<file path="src/rtl/ps2_line_assembler_if.sv">
// Scan-byte input and line outputs of the PS/2 line assembler.
// slave = assembler side, master = receiver/interpreter side.
interface ps2_line_assembler_if #(
  parameter int LINE_CHARS = 32
);
  logic [7:0]              scan_code;
  logic                    scan_valid;
  logic [8*LINE_CHARS-1:0] input_line;
  logic                    line_ready;
  logic [8*LINE_CHARS-1:0] edit_line;
  logic [5:0]              edit_len;
  logic                    overflow;

  modport slave (
    input  scan_code, scan_valid,
    output input_line, line_ready,
    output edit_line, edit_len, overflow
  );

  modport master (
    output scan_code, scan_valid,
    input  input_line, line_ready,
    input  edit_line, edit_len, overflow
  );
endinterface

</file>
<file path="src/rtl/ps2_line_assembler.sv">
// PS/2 Set-2 scan codes -> uppercase ASCII edit buffer, commit on Enter.
// Optional PS2_KEYPAD_EN: keypad digits and keypad Enter (E0 5A).
module ps2_line_assembler #(
  parameter int LINE_CHARS = 32
) (
  input  logic clock,
  input  logic resetn,
  ps2_line_assembler_if.slave bus
);
  localparam int W = 8 * LINE_CHARS;
  localparam logic [5:0] FULL = 6'(LINE_CHARS);

  typedef enum logic [1:0] {
    IDLE, EXT, BRK, EXT_BRK
  } state_t;

  state_t         state;
  logic [W-1:0]   input_line;
  logic [W-1:0]   edit_line;
  logic [5:0]     edit_len;
  logic           line_ready;
  logic           overflow;

  logic [7:0]     ch;
  logic           hit_ch;
  logic           hit_enter;
  logic           hit_bs;

  function automatic logic [7:0] to_ascii(
    input logic [7:0] code
  );
    case (code)
      8'h1C: to_ascii = 8'h41;
      8'h32: to_ascii = 8'h42;
      8'h21: to_ascii = 8'h43;
      8'h23: to_ascii = 8'h44;
      8'h24: to_ascii = 8'h45;
      8'h2B: to_ascii = 8'h46;
      8'h34: to_ascii = 8'h47;
      8'h33: to_ascii = 8'h48;
      8'h43: to_ascii = 8'h49;
      8'h3B: to_ascii = 8'h4A;
      8'h42: to_ascii = 8'h4B;
      8'h4B: to_ascii = 8'h4C;
      8'h3A: to_ascii = 8'h4D;
      8'h31: to_ascii = 8'h4E;
      8'h44: to_ascii = 8'h4F;
      8'h4D: to_ascii = 8'h50;
      8'h15: to_ascii = 8'h51;
      8'h2D: to_ascii = 8'h52;
      8'h1B: to_ascii = 8'h53;
      8'h2C: to_ascii = 8'h54;
      8'h3C: to_ascii = 8'h55;
      8'h2A: to_ascii = 8'h56;
      8'h1D: to_ascii = 8'h57;
      8'h22: to_ascii = 8'h58;
      8'h35: to_ascii = 8'h59;
      8'h1A: to_ascii = 8'h5A;
      8'h45: to_ascii = 8'h30;
      8'h16: to_ascii = 8'h31;
      8'h1E: to_ascii = 8'h32;
      8'h26: to_ascii = 8'h33;
      8'h25: to_ascii = 8'h34;
      8'h2E: to_ascii = 8'h35;
      8'h36: to_ascii = 8'h36;
      8'h3D: to_ascii = 8'h37;
      8'h3E: to_ascii = 8'h38;
      8'h46: to_ascii = 8'h39;
      8'h29: to_ascii = 8'h20;
`ifdef PS2_KEYPAD_EN
      8'h70: to_ascii = 8'h30;
      8'h69: to_ascii = 8'h31;
      8'h72: to_ascii = 8'h32;
      8'h7A: to_ascii = 8'h33;
      8'h6B: to_ascii = 8'h34;
      8'h73: to_ascii = 8'h35;
      8'h74: to_ascii = 8'h36;
      8'h6C: to_ascii = 8'h37;
      8'h75: to_ascii = 8'h38;
      8'h7D: to_ascii = 8'h39;
`endif
      default: to_ascii = 8'h00;
    endcase
  endfunction

  // Every printable mapping is nonzero, so 00 means "not a character".
  always_comb begin
    ch        = 8'h00;
    hit_ch    = 1'b0;
    hit_enter = 1'b0;
    hit_bs    = 1'b0;
    if (bus.scan_valid) begin
      case (state)
        IDLE: begin
          if (bus.scan_code != 8'hE0 &&
              bus.scan_code != 8'hF0) begin
            ch        = to_ascii(bus.scan_code);
            hit_ch    = (ch != 8'h00);
            hit_enter = (bus.scan_code == 8'h5A);
            hit_bs    = (bus.scan_code == 8'h66);
          end
        end
`ifdef PS2_KEYPAD_EN
        EXT: hit_enter = (bus.scan_code == 8'h5A);
`endif
        default: ;
      endcase
    end
  end

  always_ff @(posedge clock) begin
    if (!resetn) begin
      state      <= IDLE;
      input_line <= '0;
      edit_line  <= '0;
      edit_len   <= 6'd0;
      line_ready <= 1'b0;
      overflow   <= 1'b0;
    end else begin
      line_ready <= 1'b0;
      if (bus.scan_valid) begin
        case (state)
          IDLE: begin
            if (bus.scan_code == 8'hE0)
              state <= EXT;
            else if (bus.scan_code == 8'hF0)
              state <= BRK;
          end
          EXT: begin
            if (bus.scan_code == 8'hF0)
              state <= EXT_BRK;
            else
              state <= IDLE;
          end
          default: state <= IDLE;
        endcase
      end
      if (hit_enter) begin
        input_line <= edit_line;
        line_ready <= 1'b1;
        edit_line  <= '0;
        edit_len   <= 6'd0;
        overflow   <= 1'b0;
      end else if (hit_bs) begin
        if (edit_len != 6'd0) begin
          edit_len <= edit_len - 6'd1;
          for (int i = 0; i < LINE_CHARS; i++)
            if (6'(i) == edit_len - 6'd1)
              edit_line[W-1-8*i -: 8] <= 8'h00;
        end
      end else if (hit_ch) begin
        if (edit_len < FULL) begin
          edit_len <= edit_len + 6'd1;
          for (int i = 0; i < LINE_CHARS; i++)
            if (6'(i) == edit_len)
              edit_line[W-1-8*i -: 8] <= ch;
        end else begin
          overflow <= 1'b1;
        end
      end
    end
  end

  assign bus.input_line = input_line;
  assign bus.line_ready = line_ready;
  assign bus.edit_line  = edit_line;
  assign bus.edit_len   = edit_len;
  assign bus.overflow   = overflow;
endmodule

</file>
<file path="src/flat_wrapper.sv">
// flat-port wrapper written by rule: the top's interface ports become plain ports
module ps2_line_assembler_flat 
#(
  parameter int LINE_CHARS = 32
)
  (clock, resetn, bus_scan_code, bus_scan_valid, bus_input_line, bus_line_ready, bus_edit_line, bus_edit_len, bus_overflow);
  ps2_line_assembler_if #(.LINE_CHARS(LINE_CHARS)) bus_i ();
  input  logic clock;
  input  logic resetn;
  input wire logic [$bits(bus_i.scan_code)-1:0] bus_scan_code;
  input wire logic [$bits(bus_i.scan_valid)-1:0] bus_scan_valid;
  output wire logic [$bits(bus_i.input_line)-1:0] bus_input_line;
  output wire logic [$bits(bus_i.line_ready)-1:0] bus_line_ready;
  output wire logic [$bits(bus_i.edit_line)-1:0] bus_edit_line;
  output wire logic [$bits(bus_i.edit_len)-1:0] bus_edit_len;
  output wire logic [$bits(bus_i.overflow)-1:0] bus_overflow;
  assign bus_i.scan_code = bus_scan_code;
  assign bus_i.scan_valid = bus_scan_valid;
  assign bus_input_line = bus_i.input_line;
  assign bus_line_ready = bus_i.line_ready;
  assign bus_edit_line = bus_i.edit_line;
  assign bus_edit_len = bus_i.edit_len;
  assign bus_overflow = bus_i.overflow;
  ps2_line_assembler #(.LINE_CHARS(LINE_CHARS)) u_core (.clock(clock), .resetn(resetn), .bus(bus_i));
endmodule
</file>
<file path="config.mk">
export PLATFORM = sky130hd
export DESIGN_NAME = ps2_line_assembler_flat
export DESIGN_NICKNAME = d
export VERILOG_FILES = /design/src/rtl/ps2_line_assembler_if.sv /design/src/rtl/ps2_line_assembler.sv /design/src/flat_wrapper.sv
export SDC_FILE = /design/constraint.sdc
export NUM_CORES = 1
export LEC_CHECK = 0
export BUFFER_PORTS_ARGS = -buffer_cell sky130_fd_sc_hd__buf_4
export CAP_MARGIN = 25
export CORE_AREA = 5 5 202 204
export CTS_BUF_LIST = sky130_fd_sc_hd__clkbuf_8
export DETAILED_ROUTE_END_ITERATION = 16
export DIE_AREA = 0 0 207 209
export PLACE_DENSITY = 0.73
export SLEW_MARGIN = 15
export SYNTH_ARGS = -nofsm -noshare
export SYNTH_HDL_FRONTEND = slang
export SYNTH_SLANG_ARGS = --single-unit
</file>
<file path="constraint.sdc">
create_clock -name clock -period 6.5 [get_ports clock]
set_input_delay 1.3 -clock clock [delete_from_list [all_inputs] [get_ports clock]]
set_output_delay 1.3 -clock clock [all_outputs]
set_load 0.05 [all_outputs]
</file>
==> metrics <==
Final period util=0.630; clk_skew=0.0267 ns; core area=0.0391 mm²; Main synth FF type=dfxtp_1; VDD IR max=0.000174 V; vias in the first global route=13876; Rows=73; WS Path Type=primary input to flip-flop; IO Count=531; met1 GRT Util=0.304; largest family of logic cells by synthesized area=compound AO/OA/AOI/OAI gates; global-route wire length before repair=83900 µm; clock latency at the later pin of the worst-skew pair=0.63 ns; effective utilization at floorplan=0.451; CP Cell Sequence=buf_4, nor3b_1, nand3b_1, or4_1, nand3_1, a211o_2, a21oi_4, mux2i_1; Max Freq=244 MHz; warnings from Yosys=0; Compound-Gate Fraction of Synth Area=0.195; WHS Path Cells=2; total CTS buffers=74; largest net degree at the start of global routing=234; R2R depth=7; GR peak layer=met2; routed wire length=55600 µm; Antenna Nets Post-Route=0; DRC errors left=0; Adder-Cell Fraction of Synth Area=0.00923; mux cell area share after synthesis=0.112; Area contributors post-synth=dfxtp_1 52%, a22o_1 11%, mux2i_1 11%; Netlist cell types=63; layout cells sized above 1=0.304; Syn Inst Count=1651; Fin Setup TNS=0 ns; Slew HR=0.234; overflow left after global routing=0; Synth top area share=0.520; WP depth=8; Critical Path RT=6.94 ns; chip height=209 µm; max incr delay on CP=0.90 ns; Place WS=1.82 ns; post_cts resized=0; outcome=finished, final reports clean; CTS Sinks=458; Worst-Margin Slew=1.15 ns; most frequent cells in the layout=473 x buf_4, 458 x dfxtp_1, 247 x nand2_1; CTS tree=yes; Clock Tree Root=clkbuf_8; critical path fanouts, max=20; Max Cap Viol=0; setup violators final=0; EDFF count, synth=0; commonest non-fill, non-tap cell in the layout=buf_4; Synth area leader=dfxtp_1; Final min period=4.10 ns; Post-CTS Setup Bufs=0; Worst-path clk slew=0.06 ns; number of port buffers=466; initial antenna violation count=0; gp weighted congestion=0.852; H-tree depth=3; fillers=3322; Ant. Diodes=0; sequential area share after synthesis=0.520; die width=207 µm; crit end category=flip-flop; pwr dens=251 mW/mm²; clock buffer depth=3; Avg Cell Area, Syn=10.7 µm²; nets=2089; DR pass1 iterations=6; Post-CTS Hold Fix Bufs=0; Worst EP arrival=4.54 ns; dpl cells=2513; fin util=0.578; synthesized area=0.0176 mm²; fin worst setup slack=2.40 ns; hpwl dp=38000 µm; Iter 0 DRT Violations=923; Leak=10.2 nW; via count=14290; Async S/R FF share, synth=0; Seq cells post-synth=458; final hold vios=0; area grow syn2layout=28.2%; Global Route Usage Sum=0.240; CP Launch Type=primary input; Crit-path slowest cell=or4_1; RSZ-0062 raised after global routing=false; Pins Over Slew Limit=0; critical path's top delay family=simple AND/OR/NAND/NOR gates; die area=0.0433 mm²; Synth Area in XOR/XNOR=0.00199; HP Class=flip-flop to flip-flop; crit path buf inv count=1; Routed WL per cell=21.0 µm; final cell count without fillers=2643; met3 Track Usage GR=0.0608; simple-gate share of the synthesized area=0.0972; M2 GR Usage=0.402; Via density=5.41
==> area by class of cell <==
| type | count | area (µm²) | area share |
|---|---|---|---|
| Tap cell | 525 | 657 | 0.0291 |
| Multi-Input combinational cell | 1045 | 7600 | 0.336 |
| Inverter | 10 | 37.5 | 0.00166 |
| Timing Repair Buffer | 476 | 3620 | 0.160 |
| Sequential cell | 458 | 9170 | 0.406 |
| Clock inverter | 36 | 235 | 0.0104 |
| Clock buffer | 93 | 1280 | 0.0566 |
==> layer usage <==
| layer | routed length [µm] | share of wire |
|---|---|---|
| met1 | 23200 | 0.42 |
| met2 | 26700 | 0.48 |
| met3 | 4300 | 0.077 |
| met4 | 1440 | 0.026 |
| met5 | 0 | 0 |
==> per-stage QoR <==
stage | total power [mW] | area (µm²) | hold slack [ns]
2_1_floorplan | 3.18 | 17900 | 0.590
6_report | 5.67 | 22600 | 0.478
5_1_grt | 5.88 | 22600 | 0.494
3_3_place_gp | 3.20 | 21100 | 0.460
3_5_place_dp | 3.21 | 21100 | 0.466
4_1_cts | 5.73 | 22600 | 0.477
==> worst reg2reg max path, cell delays in order (launching register included) <==
cell and delay, ns:
dfxtp_1 0.33, nor3b_1 0.42, nand3b_1 0.21, or4_1 0.90, nand3_1 0.44, a211o_2 0.75
a21oi_4 0.25, mux2i_1 0.18
==> flip-flops by register name, summed over array words and instances (netlist names) <==
name                   count
u_core.bus.overflow        1
u_core.bus.edit_len        6
u_core.bus.input_line    224
u_core.bus.edit_line     224
u_core.bus.line_ready      1
u_core.state               2
==> cells by family (layout without fill, tap and decap cells) <==
family | Yosys count | after routing
buffers and inverters | 211 | 615
xor gates and xnor gates | 4 | 4
and+or+nand+nor | 378 | 378
DFF | 458 | 458
AOI/OAI and AO/OA | 389 | 389
other | 1 | 64
adders and majority gates | 13 | 13
muxes | 197 | 197
==> power breakdown <==
| group | internal, mW | total [mW] | switching, mW |
|---|---|---|---|
| registers | 2.81 | 2.82 | 0.00497 |
| logic | 0.0644 | 0.335 | 0.270 |
| clock network | 1.37 | 2.52 | 1.15 |
| total | 4.25 | 5.67 | 1.42 |
==> cells in the mapped netlist (all sizes together), types with 5 or more instances <==
library cell,number
nor3,22
a21oi,41
and3,5
nand3b,5
clkbuf,106
nor4,7
inv,10
nand2b,15
o21ai,35
and2,6
o22ai,15
buf,95
nor2,21
a22o,225
ha,13
nor3b,8
a31oi,10
a32oi,9
dfxtp,458
a32o,24
mux2i,196
nor2b,6
nand2,251
nand3,14
==> path summary, 6_finish.rpt <==
path                                               from                                     end  slack, ns
hold / removal    u_core.bus.edit_line[99]$_SDFFE_PP0P_   u_core.bus.edit_line[99]$_SDFFE_PP0P_       0.48
setup reg to reg           u_core.state[1]$_SDFFE_PN0P_  u_core.bus.edit_line[195]$_SDFFE_PP0P_       2.85
setup / recovery                         bus_scan_valid  u_core.bus.edit_line[195]$_SDFFE_PP0P_       2.40
hold reg to reg   u_core.bus.edit_line[99]$_SDFFE_PP0P_   u_core.bus.edit_line[99]$_SDFFE_PP0P_       0.48
Power figures use the tool's default switching activity.
